### src/rtl/shadowmask_pkg.sv
// Shared definitions for the shadow-mask config port (loader and video stage).
// Command opcodes, image magic, LUT row pitch and the loader FSM state type.
package shadowmask_pkg;

    typedef enum logic [2:0] {
        OP_IDX_RST = 3'b000,
        OP_VMAX    = 3'b001,
        OP_HMAX    = 3'b010,
        OP_LUT     = 3'b011
    } opcode_e;

    localparam logic [7:0] MASK_MAGIC = 8'hA5;
    localparam int         LUT_ROW    = 16;

    typedef enum logic [3:0] {
        ST_IDLE,
        ST_HDR_RD,
        ST_HDR_CHK,
        ST_EMIT_RST,
        ST_EMIT_V,
        ST_EMIT_H,
        ST_LUT_RD,
        ST_LUT_EMIT,
        ST_PAD_EMIT,
        ST_GAP,
        ST_FIN,
        ST_ERR
    } state_e;

    function automatic logic [15:0] mk_cmd(opcode_e op, logic [12:0] payload);
        return {op, payload};
    endfunction

endpackage

### src/rtl/shadowmask_loader.sv
// Reads a packed mask image from slot RAM and emits the shadow-mask command stream.
// Ports: clk_sys/reset_n (sync, active low); start/mask_sel request a load;
//   mem_rd/mem_addr/mem_q slot RAM read port (1-cycle latency);
//   mask_wr/mask_data command stream; busy/done/error load status.
module shadowmask_loader #(
    parameter int ADDR_W      = 12,
    parameter int SEL_W       = 3,
    parameter int SLOT_STRIDE = 512,
    parameter int WR_GAP      = 0
) (
    input  logic              clk_sys,
    input  logic              reset_n,
    input  logic              start,
    input  logic [SEL_W-1:0]  mask_sel,
    output logic              mem_rd,
    output logic [ADDR_W-1:0] mem_addr,
    input  logic [15:0]       mem_q,
    output logic              mask_wr,
    output logic [15:0]       mask_data,
    output logic              busy,
    output logic              done,
    output logic              error
);
    import shadowmask_pkg::*;

    localparam int GAP_W = (WR_GAP > 1) ? $clog2(WR_GAP) : 1;
    localparam logic [GAP_W-1:0] GAP_LD = GAP_W'((WR_GAP > 0) ? WR_GAP - 1 : 0);

    state_e            state_q, state_d;
    state_e            ret_q, ret_d;
    logic [GAP_W-1:0]  gap_q, gap_d;
    logic [ADDR_W-1:0] ptr_q, ptr_d;
    logic [3:0]        h_q, h_d;
    logic [3:0]        v_q, v_d;
    logic [3:0]        vmax_q, vmax_d;
    logic [3:0]        hmax_q, hmax_d;
    logic [15:0]       data_q;

    logic [ADDR_W-1:0] base;
    logic [15:0]       cmd;
    state_e            after;
    state_e            slot_nx;
    logic [3:0]        h_nx;
    logic              row_end;

    assign base = ADDR_W'(mask_sel) * ADDR_W'(SLOT_STRIDE);

    // Next column wraps naturally in 4 bits; column 0 always holds an entry.
    assign h_nx    = h_q + 4'd1;
    assign row_end = (h_q == 4'(LUT_ROW - 1));
    assign slot_nx = (h_nx <= hmax_q) ? ST_LUT_RD : ST_PAD_EMIT;

    always_comb begin
        state_d = state_q;
        ret_d   = ret_q;
        gap_d   = gap_q;
        ptr_d   = ptr_q;
        h_d     = h_q;
        v_d     = v_q;
        vmax_d  = vmax_q;
        hmax_d  = hmax_q;
        mem_rd  = 1'b0;
        mask_wr = 1'b0;
        done    = 1'b0;
        error   = 1'b0;
        cmd     = 16'h0000;
        after   = ST_IDLE;
        unique case (state_q)
            ST_IDLE: begin
                if (start) begin
                    state_d = ST_HDR_RD;
                    ptr_d   = base;
                end
            end
            ST_HDR_RD: begin
                mem_rd  = 1'b1;
                ptr_d   = ptr_q + ADDR_W'(1);
                state_d = ST_HDR_CHK;
            end
            ST_HDR_CHK: begin
                if (mem_q[15:8] == MASK_MAGIC) begin
                    vmax_d  = mem_q[7:4];
                    hmax_d  = mem_q[3:0];
                    h_d     = 4'd0;
                    v_d     = 4'd0;
                    state_d = ST_EMIT_RST;
                end else begin
                    state_d = ST_ERR;
                end
            end
            ST_EMIT_RST: begin
                mask_wr = 1'b1;
                cmd     = mk_cmd(OP_IDX_RST, 13'd0);
                after   = ST_EMIT_V;
            end
            ST_EMIT_V: begin
                mask_wr = 1'b1;
                cmd     = mk_cmd(OP_VMAX, {9'd0, vmax_q});
                after   = ST_EMIT_H;
            end
            ST_EMIT_H: begin
                mask_wr = 1'b1;
                cmd     = mk_cmd(OP_HMAX, {9'd0, hmax_q});
                after   = ST_LUT_RD;
            end
            ST_LUT_RD: begin
                mem_rd  = 1'b1;
                ptr_d   = ptr_q + ADDR_W'(1);
                state_d = ST_LUT_EMIT;
            end
            ST_LUT_EMIT, ST_PAD_EMIT: begin
                mask_wr = 1'b1;
                cmd     = mk_cmd(OP_LUT, (state_q == ST_LUT_EMIT) ?
                                 {2'b00, mem_q[10:0]} : 13'd0);
                h_d     = h_nx;
                if (row_end) begin
                    v_d = v_q + 4'd1;
                end
                after = (row_end && (v_q == vmax_q)) ? ST_FIN : slot_nx;
            end
            ST_GAP: begin
                if (gap_q == '0) begin
                    state_d = ret_q;
                end else begin
                    gap_d = gap_q - GAP_W'(1);
                end
            end
            ST_FIN: begin
                done    = 1'b1;
                state_d = ST_IDLE;
            end
            ST_ERR: begin
                error   = 1'b1;
                state_d = ST_IDLE;
            end
            default: begin
                state_d = ST_IDLE;
            end
        endcase
        // Every command write is followed by the enforced idle gap.
        if (mask_wr) begin
            if (WR_GAP > 0) begin
                state_d = ST_GAP;
                ret_d   = after;
                gap_d   = GAP_LD;
            end else begin
                state_d = after;
            end
        end
    end

    always_ff @(posedge clk_sys) begin
        if (!reset_n) begin
            state_q <= ST_IDLE;
            ret_q   <= ST_IDLE;
            gap_q   <= '0;
            ptr_q   <= '0;
            h_q     <= 4'd0;
            v_q     <= 4'd0;
            vmax_q  <= 4'd0;
            hmax_q  <= 4'd0;
            data_q  <= 16'h0000;
        end else begin
            state_q <= state_d;
            ret_q   <= ret_d;
            gap_q   <= gap_d;
            ptr_q   <= ptr_d;
            h_q     <= h_d;
            v_q     <= v_d;
            vmax_q  <= vmax_d;
            hmax_q  <= hmax_d;
            if (mask_wr) begin
                data_q <= cmd;
            end
        end
    end

    assign mem_addr  = mem_rd ? ptr_q : '0;
    assign mask_data = mask_wr ? cmd : data_q;
    assign busy      = (state_q != ST_IDLE);

endmodule

### config.mk
export PLATFORM = sky130hd
export DESIGN_NAME = shadowmask_loader
export DESIGN_NICKNAME = d
export VERILOG_FILES = /design/src/rtl/shadowmask_pkg.sv /design/src/rtl/shadowmask_loader.sv
export SDC_FILE = /design/constraint.sdc
export NUM_CORES = 1
export LEC_CHECK = 0
export ABC_AREA = 1
export CORE_ASPECT_RATIO = 0.9
export CORE_MARGIN = 4
export CORE_UTILIZATION = 44
export CTS_CLUSTER_SIZE = 30
export DETAILED_ROUTE_END_ITERATION = 8
export PLACE_DENSITY = 0.81
export SLEW_MARGIN = 40
export SYNTH_ARGS = -nofsm -noshare
export SYNTH_HDL_FRONTEND = slang
export SYNTH_SLANG_ARGS = --single-unit
### constraint.sdc
create_clock -name clk_sys -period 2.4 [get_ports clk_sys]
set_clock_uncertainty 0.2 [all_clocks]
set_input_delay 0.24 -clock clk_sys [delete_from_list [all_inputs] [get_ports clk_sys]]
set_output_delay 0.24 -clock clk_sys [all_outputs]
set_load 0.05 [all_outputs]
## Word level (Yosys, flattened, before mapping)

Cells that the tools add are included.

| word-level totals | value |
|---|---|
| word-level logic and storage cells | 69 |
| output and inout port bits | 33 |
| flip-flop bits (word level) | 49 |
| input bits | 22 |

| cells by class | value |
|---|---|
| multiplexer cells | 23 |
| reduce and logical (&&, ||, !) cells | 13 |
| equal/unequal tests | 20 |
| magnitude comparators | 1 |
| add/subtract/negate cells | 4 |

Operators with widths:

| operator | number |
|---|---|
| $pmux W15 S3 | 1 |
| $mux W4 | 8 |
| $mux W12 | 2 |
| $pmux W12 S2 | 1 |
| $pmux W4 S6 | 1 |
| $eq A4 B4 Y1 const B | 5 |
| $eq A4 B3 Y1 const B | 4 |
| $mux W16 | 1 |
| $pmux W4 S2 | 2 |
| $pmux W4 S4 | 1 |
| $add A12 B1 Y12 const B | 1 |
| $mux W11 | 1 |
| $add A4 B1 Y4 const B | 2 |
| $eq A4 B2 Y1 const B | 2 |
| $eq A8 B8 Y1 const B | 1 |
| $ne A2 B2 Y1 const B | 3 |
| $ne A3 B3 Y1 const B | 2 |
| $reduce_and A2 Y1 | 3 |
| $reduce_and A3 Y1 | 2 |
| $mux W1 | 5 |
| $reduce_or A5 Y1 | 1 |
| $eq A4 B1 Y1 const B | 1 |
| $eq A4 B4 Y1 | 1 |
| $le A4 B4 Y1 | 1 |
| 7 further kinds | 9 |

## Logic depth before layout (Yosys ltp)

Gate-level depths: netlist (run 1).

| depth | value |
|---|---|
| depth in word-level cells | 6 |
| gate-level depth with buffers | 11 |
| mapped depth without buffers | 11 |

## Worst setup path after synthesis (run 1)

OpenSTA, ideal clock, no wires.

| path | value |
|---|---|
| path type | reg-to-output |
| start | reg state_q[2] |
| end | out mask_data[11] |
| cell stages (with the launch flop) | 9 |
| slack | 187 ps |
| arrival time | 1773 ps |
| buffers on the path | 0 |
| data required time | 1960 ps |
| cells stage by stage | dfxtp_1 -> inv_1 -> nand2_1 -> nor2_2 -> nor2_8 -> nand2_4 -> nor2_8 -> inv_2 -> nor2_1 |

| between the ends | value |
|---|---|
| word-level cells in the longest chain between the ends | 4 |
| elaborated cells on any way between the ends | 8 |
| classes of those cells | eq/ne: 5; mux: 2; reduce/logical: 1 |

RTL lines:

| what | line | text |
|---|---|---|
| start: declaration | shadowmask_loader.sv:29 | `state_e state_q, state_d;` |
| start signal: assignment | shadowmask_loader.sv:164 | `state_q <= state_d;` |
| $eq A4 B3 Y1 (tied with other cells) | shadowmask_loader.sv:68 | `unique case (state_q)` |
| $reduce_or A5 Y1 (no line) * | n/a |  |
| $mux W1 * | shadowmask_loader.sv:68 |  |
| named net mask_wr | shadowmask_loader.sv:18 | `output logic mask_wr,` |
| $mux W16 * | n/a |  |
| end: declaration | shadowmask_loader.sv:19 | `output logic [15:0] mask_data,` |

Mark *: on every way through the listed nets, which the timed path passes. The rest lies on a longest branch.

## Final worst setup path (run 1)

| path | value |
|---|---|
| start | reg state_q[1] |
| end | out mask_data[3] |

| between the ends | value |
|---|---|
| word-level cells in the longest chain between the ends | 4 |
| elaborated cells on any way between the ends | 11 |
| classes of those cells | eq/ne: 5; mux: 4; reduce/logical: 2 |

RTL lines:

| what | line | text |
|---|---|---|
| $eq A4 B3 Y1 (tied with other cells) | shadowmask_loader.sv:68, shadowmask_loader.sv:113 |  |
| $mux W11 (tied with other cells) | shadowmask_loader.sv:113 | `cmd = mk_cmd(OP_LUT, (state_q == ST_LUT_EMIT) ?` |
| $pmux W15 S3 or $mux W1 (tied branches) | shadowmask_loader.sv:68 |  |
| $mux W16 * | n/a |  |

Every way passes the cells marked *; elsewhere a longest branch is shown, timed or not.

==> impl_metrics.env, run 1 <==
export IMPL_wire_per_inst_um=12.8
export IMPL_dieWidth_um=90.9
export IMPL_whs_path_depth=2
export IMPL_timing_rr_end="state_q[3]$_SDFFE_PN0P_"
export IMPL_postSynthCellCount=399
export IMPL_cap_violations=0
export IMPL_pwr_share_clk=0.184
export IMPL_hpwl_um=5210
export IMPL_track_usage=0.188
export IMPL_first_pass_iters=4
export IMPL_grt_ovfl_total=0
export IMPL_placed_area_mm2=0.00350
export IMPL_grt_max_degree=23
export IMPL_worstHoldStart="data_q[12]$_SDFF_PN0_"
export IMPL_p_switching_mw=1.05
export IMPL_grt_pass1_vias=2645
export IMPL_dr_first_iter_drc_count=216
export IMPL_layout_nets=492
export IMPL_finalMaxSlewViolations=0
export IMPL_seqPwrFrac=0.365
export IMPL_grt_first_pass_wirelength_um=11600
export IMPL_outcome="finished, final reports clean"
export IMPL_synth_edf_count=0
export IMPL_area_delta_synth_final_pct=33.4
export IMPL_yosysTopAreaCell="dfxtp_1"
export IMPL_synthTopCellsByCount="96 x nand2_1, 51 x inv_1, 48 x dfxtp_1"
export IMPL_cts_sinks=48
export IMPL_worstMarginPinSlew_ns=0.662
export IMPL_dieHeight_um=82.6
export IMPL_power_density_mw_per_mm2=697
export IMPL_min_to="data_q[12]$_SDFF_PN0_"
export IMPL_wl_um=6850
export IMPL_ys_warnings_count=0
export IMPL_synthFlopType="dfxtp_1"
export IMPL_gp_congestion=0.842
export IMPL_ant_nets=0
export IMPL_cts_root_buf="clkbuf_8"
export IMPL_peakVddDrop_v=0.000256
export IMPL_finalInstanceArea_mm2=0.00363
export IMPL_setup_slack_ns=0.0772
export IMPL_synth_nets=428
export IMPL_via_count=2715
export IMPL_reg2reg_from="h_q[0]$_SDFFE_PN0P_"
export IMPL_synth_seq_cells=48
export IMPL_tns_ns=0
export IMPL_reg2reg_depth=11
export IMPL_ctsHoldBuffers=0
export IMPL_sw_frac_of_total=0.414
export IMPL_cts_tree="yes"
export IMPL_htreeDepth=2
export IMPL_crit_arrival_ns=1.88
export IMPL_portBuffers=54
export IMPL_synth_area_mm2=0.00272
export IMPL_dieArea_mm2=0.00751
export IMPL_netlist_top_cells_area="dfxtp_1 35%, nand2_1 13%, inv_1 7.0%"
export IMPL_start_kind="flip-flop"
export IMPL_synth_most_common_cell="nand2_1"
export IMPL_fp_row_count=26
export IMPL_p_int_mw=1.49
export IMPL_fillers=493
export IMPL_crit_type="flip-flop to output port"
export IMPL_ys_seq_area_frac=0.353
export IMPL_hold_viol_final=0
export IMPL_cts_made_buffers=5
export IMPL_pwr_share_comb=0.451
export IMPL_finalSetupViolations=0
export IMPL_antenna_found_initial=0
export IMPL_ys_types=28
export IMPL_synth_async_reset_ratio=0
export IMPL_rsz0062_at_grt="false"
export IMPL_max_slew_margin=0.557
export IMPL_min_path_type="flip-flop to flip-flop"
export IMPL_clockBufferDepth=2
export IMPL_whs_ns=0.250
export IMPL_core_area_mm2=0.00582
export IMPL_fmax_mhz=431
export IMPL_drive_above_1_share=0.194
export IMPL_syn_avg_cell_area_um2=6.83
export IMPL_r2r_slack_ns=0.48
export IMPL_synth_top_cell_area_share=0.353
export IMPL_fin_crit_sh=0.968
export IMPL_cts_clk_slew_worst_paths_ns=0.08
export IMPL_dp_slack_ns=0.260
export IMPL_worstSetupEndpointType="output port"
export IMPL_p_total_mw=2.53
export IMPL_n_antenna_cell=0
export IMPL_routed_via_density=5.09
export IMPL_crit_fanout=8
export IMPL_cp_required_ns=1.96
export IMPL_drc_errors=0
export IMPL_initial_core_util=0.468
export IMPL_clock_latency_ns=0.30
export IMPL_p_leak_nw=1.54
export IMPL_design_portCount=55
export IMPL_period_needed_ns=2.32
[metal layers]
layer / up-vias / wire [um] / global-route usage
met5: - / 0 / 0
met4: 0 / 115 / 0.0738
met1: 1251 / 3040 / 0.227
li1: 1398 / - / -
met3: 11 / 239 / 0.0299
met2: 55 / 3450 / 0.341
[power by group through the flow]
| stage | logic, mW | clock network (mW) | registers, mW |
|---|---|---|---|
| after detailed placement | 1.08 | 0 | 0.937 |
| after CTS | 1.14 | 0.470 | 0.919 |
| after floorplan | 0.747 | 0 | 0.925 |
| after global routing | 1.24 | 0.498 | 0.938 |
| after global placement | 1.06 | 0 | 0.934 |
| final | 1.14 | 0.466 | 0.925 |
[state kept, by name, indices dropped and copies added, names as in the netlist]
name	count
h_q	4
state_q	4
ptr_q	12
hmax_q	4
vmax_q	4
v_q	4
data_q	16
[per-stage QoR]
step	instances	utilization
3_5_place_dp	521	0.601
4_1_cts	531	0.620
3_3_place_gp	521	0.601
5_1_grt	533	0.624
6_report	533	0.624
2_1_floorplan	399	-
[area by class of cell]
| cell class | instances | area, um^2 | share of cell area |
|---|---|---|---|
| clock buffers | 6 | 72.6 | 0.0200 |
| clock inverters | 1 | 5.00 | 0.00138 |
| inverters | 55 | 206 | 0.0568 |
| multi-input cells | 286 | 1500 | 0.412 |
| flip-flops and latches | 48 | 965 | 0.265 |
| well taps | 70 | 87.6 | 0.0241 |
| repair buffers | 67 | 801 | 0.220 |
[kinds of logic (layout without fill, tap and decap cells)]
group                    Yosys count  after routing  synth area share
adder cells (fa/ha/maj)            7              7            0.0322
flip-flops                        48             48             0.353
AO/OA/AOI/OAI                     75             75             0.153
AND/OR/NAND/NOR                  199            199             0.347
buffers and inverters             65            129            0.0992
XOR/XNOR                           5              5            0.0161
[worst max path at each step]
stage	slack, ns	endpoint	start	cells after the start
floorplan	0.19	mask_data[11]	state_q[2]$_SDFFE_PN0P_	8
global placement	0.32	mask_data[11]	state_q[3]$_SDFFE_PN0P_	9
detailed placement	0.26	mask_data[12]	state_q[3]$_SDFFE_PN0P_	9
CTS	0.0007	mask_data[14]	state_q[0]$_SDFFE_PN0P_	9
global route	0.0002	mask_data[14]	state_q[1]$_SDFFE_PN0P_	10
finish	0.08	mask_data[3]	state_q[1]$_SDFFE_PN0P_	10
[cells in the final DEF, fill, tap and decap left out, types with 6 or more instances in the layout]
cell | synthesis | routed
a21oi_1 | 36 | 36
a21oi_2 | 9 | 9
buf_12 | 1 | 19
buf_4 | 2 | 24
clkdlybuf4s50_1 | 0 | 24
dfxtp_1 | 48 | 45
ha_1 | 7 | 7
inv_1 | 51 | 51
nand2_1 | 96 | 94
nand2_2 | 5 | 7
nand2_4 | 11 | 11
nand3_1 | 25 | 25
nor2_1 | 45 | 45
nor3_1 | 6 | 6
o21ai_0 | 28 | 28
[critical path, cell delays in order, from the launching register on]
cell,delay [ns]
dfxtp_1,0.35
inv_1,0.11
nand2_1,0.09
nor2_1,0.22
inv_1,0.16
nand2_4,0.13
nor2_8,0.06
buf_4,0.14
nand2_4,0.06
nand2_1,0.08
buf_12,0.17
[what timing repair did]
item	in CTS	in global routing
gates resized for setup	0	5
hold endpoints to repair	0	0
buffers inserted	3	2
pin swaps	1	2
endpoints found under the setup margin	7	17
(Power assumes the default switching activity.)
==> run 2: changes to the inputs <==
- SETUP_SLACK_MARGIN: default -> 0.2
- SLEW_MARGIN: 40 -> default
==> run 2 against run 1 <==
Effect of this change:
- sequential cell count unchanged
- final area increased by 2.9%
- maximum frequency increased by 4.6%
- non-clock buffer count increased by 3
==> impl_metrics.env, run 2 (synthesis gave the netlist of run 1 again) <==
export IMPL_outcome="finished, final reports clean"
export IMPL_start_kind="flip-flop"
export IMPL_routed_via_density=5.18
export IMPL_dr_first_iter_drc_count=236
export IMPL_cts_root_buf="clkbuf_8"
export IMPL_design_portCount=55
export IMPL_p_switching_mw=1.09
export IMPL_min_to="data_q[15]$_SDFF_PN0_"
export IMPL_multi_input_area_mm2=0.00156
export IMPL_regMostFlops="data_q"
export IMPL_wire_per_inst_um=13.4
export IMPL_hpwl_um=5210
export IMPL_gp_congestion=0.842
export IMPL_core_area_mm2=0.00582
export IMPL_fmax_mhz=450
export IMPL_r2r_slack_ns=0.42
export IMPL_final_cell_mix="84 x nand2_1, 49 x inv_1, 44 x dfxtp_1"
export IMPL_final_common_cell="nand2_1"
export IMPL_cp_required_ns=1.96
export IMPL_p_leak_nw=1.58
export IMPL_dieArea_mm2=0.00751
export IMPL_p_int_mw=1.51
export IMPL_via_count=2776
export IMPL_largest_registers="data_q x16, ptr_q x12"
export IMPL_clockBufferDepth=2
export IMPL_pwr_share_clk=0.180
export IMPL_drc_errors=0
export IMPL_largest_reg_flops=16
export IMPL_dieHeight_um=82.6
export IMPL_seqPwrFrac=0.362
export IMPL_power_density_mw_per_mm2=695
export IMPL_fp_row_count=26
export IMPL_cts_tree="yes"
export IMPL_finalSetupViolations=0
export IMPL_worstMarginPinSlew_ns=0.670
export IMPL_grt_ovfl_total=0
export IMPL_area_delta_synth_final_pct=37.3
export IMPL_n_antenna_cell=0
export IMPL_initial_core_util=0.468
export IMPL_min_path_type="flip-flop to flip-flop"
export IMPL_timing_rr_end="state_q[2]$_SDFFE_PN0P_"
export IMPL_portBuffers=54
export IMPL_seq_area_um2=976
export IMPL_crit_fanout=8
export IMPL_crit_type="flip-flop to output port"
export IMPL_htreeDepth=2
export IMPL_fin_crit_sh=0.925
export IMPL_peakVddDrop_v=0.000264
export IMPL_cap_violations=0
export IMPL_clock_latency_ns=0.30
export IMPL_antenna_found_initial=0
export IMPL_fillers=464
export IMPL_reg2reg_depth=10
export IMPL_max_slew_margin=0.552
export IMPL_tns_ns=0
export IMPL_grt_pass1_vias=2685
export IMPL_cts_made_buffers=5
export IMPL_grt_first_pass_wirelength_um=12000
export IMPL_rsz0062_at_grt="true"
export IMPL_wl_um=7160
export IMPL_whs_path_depth=2
export IMPL_cts_sinks=48
export IMPL_worstHoldStart="data_q[15]$_SDFF_PN0_"
export IMPL_ant_nets=0
export IMPL_reg2reg_from="h_q[0]$_SDFFE_PN0P_"
export IMPL_crit_arrival_ns=1.78
export IMPL_period_needed_ns=2.22
export IMPL_drive_above_1_share=0.240
export IMPL_sw_frac_of_total=0.419
export IMPL_whs_ns=0.272
export IMPL_layout_nets=495
export IMPL_track_usage=0.194
export IMPL_worstSetupEndpointType="output port"
export IMPL_first_pass_iters=4
export IMPL_finalMaxSlewViolations=0
export IMPL_pwr_share_comb=0.459
export IMPL_grt_max_degree=23
export IMPL_dieWidth_um=90.9
export IMPL_hold_viol_final=0
export IMPL_cts_clk_slew_worst_paths_ns=0.08
-- run 2: cell types whose count changed in the layout (fill, tap and decap cells not counted), moves of 3 or more --
cell	previous run	this run
dfxtp_2	3	0
clkdlybuf4s50_1	24	21
nand2_2	7	15
nor2_4	2	5
dfxtp_4	0	4
nand2_1	94	84
nor2_1	45	40
-- run 2: layout make-up --
class                      instances  share of cell area
multi-input combinational        286               0.418
tap                               70              0.0234
sequential                        48               0.261
clock buffer                       6              0.0194
timing repair buffer              70               0.221
clock inverter                     1             0.00134
inverter                          55              0.0552
-- run 2: metal layers --
layer  global-route usage  vias up  part of all wire
li1                     -     1406                 -
met1                0.229     1277              0.42
met2                0.357       76              0.51
met3               0.0299       17             0.046
met4               0.0768        0             0.023
met5                    0        -                 0
-- run 2: worst max-delay path by stage --
| stage | endpoint | startpoint | slack (ns) |
|---|---|---|---|
| after detailed placement | mask_data[12] | state_q[3]$_SDFFE_PN0P_ | 0.26 |
| after global placement | mask_data[11] | state_q[3]$_SDFFE_PN0P_ | 0.32 |
| after CTS | mask_data[12] | state_q[2]$_SDFFE_PN0P_ | 0.19 |
| after global routing | mask_data[7] | state_q[1]$_SDFFE_PN0P_ | 0.11 |
| after floorplan | mask_data[11] | state_q[2]$_SDFFE_PN0P_ | 0.19 |
| final | mask_data[7] | state_q[1]$_SDFFE_PN0P_ | 0.18 |
-- run 2: critical path: stages, from the launching register on --
cell     delay [ns]
dfxtp_4        0.38
inv_1          0.09
nand2_2        0.12
nor2_4         0.06
nor2_8         0.12
nand2_4        0.08
nor2_8         0.18
buf_12         0.15
nand2_4        0.05
nand2_1        0.10
buf_12         0.14
-- run 2: power by group through the flow --
stage	logic [mW]	clock network, mW	registers [mW]
6_report	1.19	0.467	0.940
5_1_grt	1.29	0.500	0.953
4_1_cts	1.15	0.470	0.925
3_5_place_dp	1.08	0	0.937
3_3_place_gp	1.06	0	0.934
2_1_floorplan	0.747	0	0.925
-- run 2: metrics by stage --
| stage | std cells | cell area (um^2) | total power, mW | util | setup WS (ns) |
|---|---|---|---|---|---|
| floorplan | 399 | 2720 | 1.67 | - | 0.187 |
| global placement | 521 | 3500 | 1.99 | 0.601 | 0.317 |
| detailed placement | 521 | 3500 | 2.02 | 0.601 | 0.260 |
| CTS | 535 | 3670 | 2.55 | 0.630 | 0.189 |
| global route | 536 | 3740 | 2.74 | 0.642 | 0.110 |
| finish | 536 | 3740 | 2.60 | 0.642 | 0.179 |
-- run 2: what timing repair did --
item | in CTS | in global routing
endpoints found under the setup margin | 20 | 19
hold buffers | 0 | 0
pin swaps | 4 | 3
endpoints found under the hold margin | 0 | 0
buffers inserted | 7 | 1
resized for setup | 17 | 20
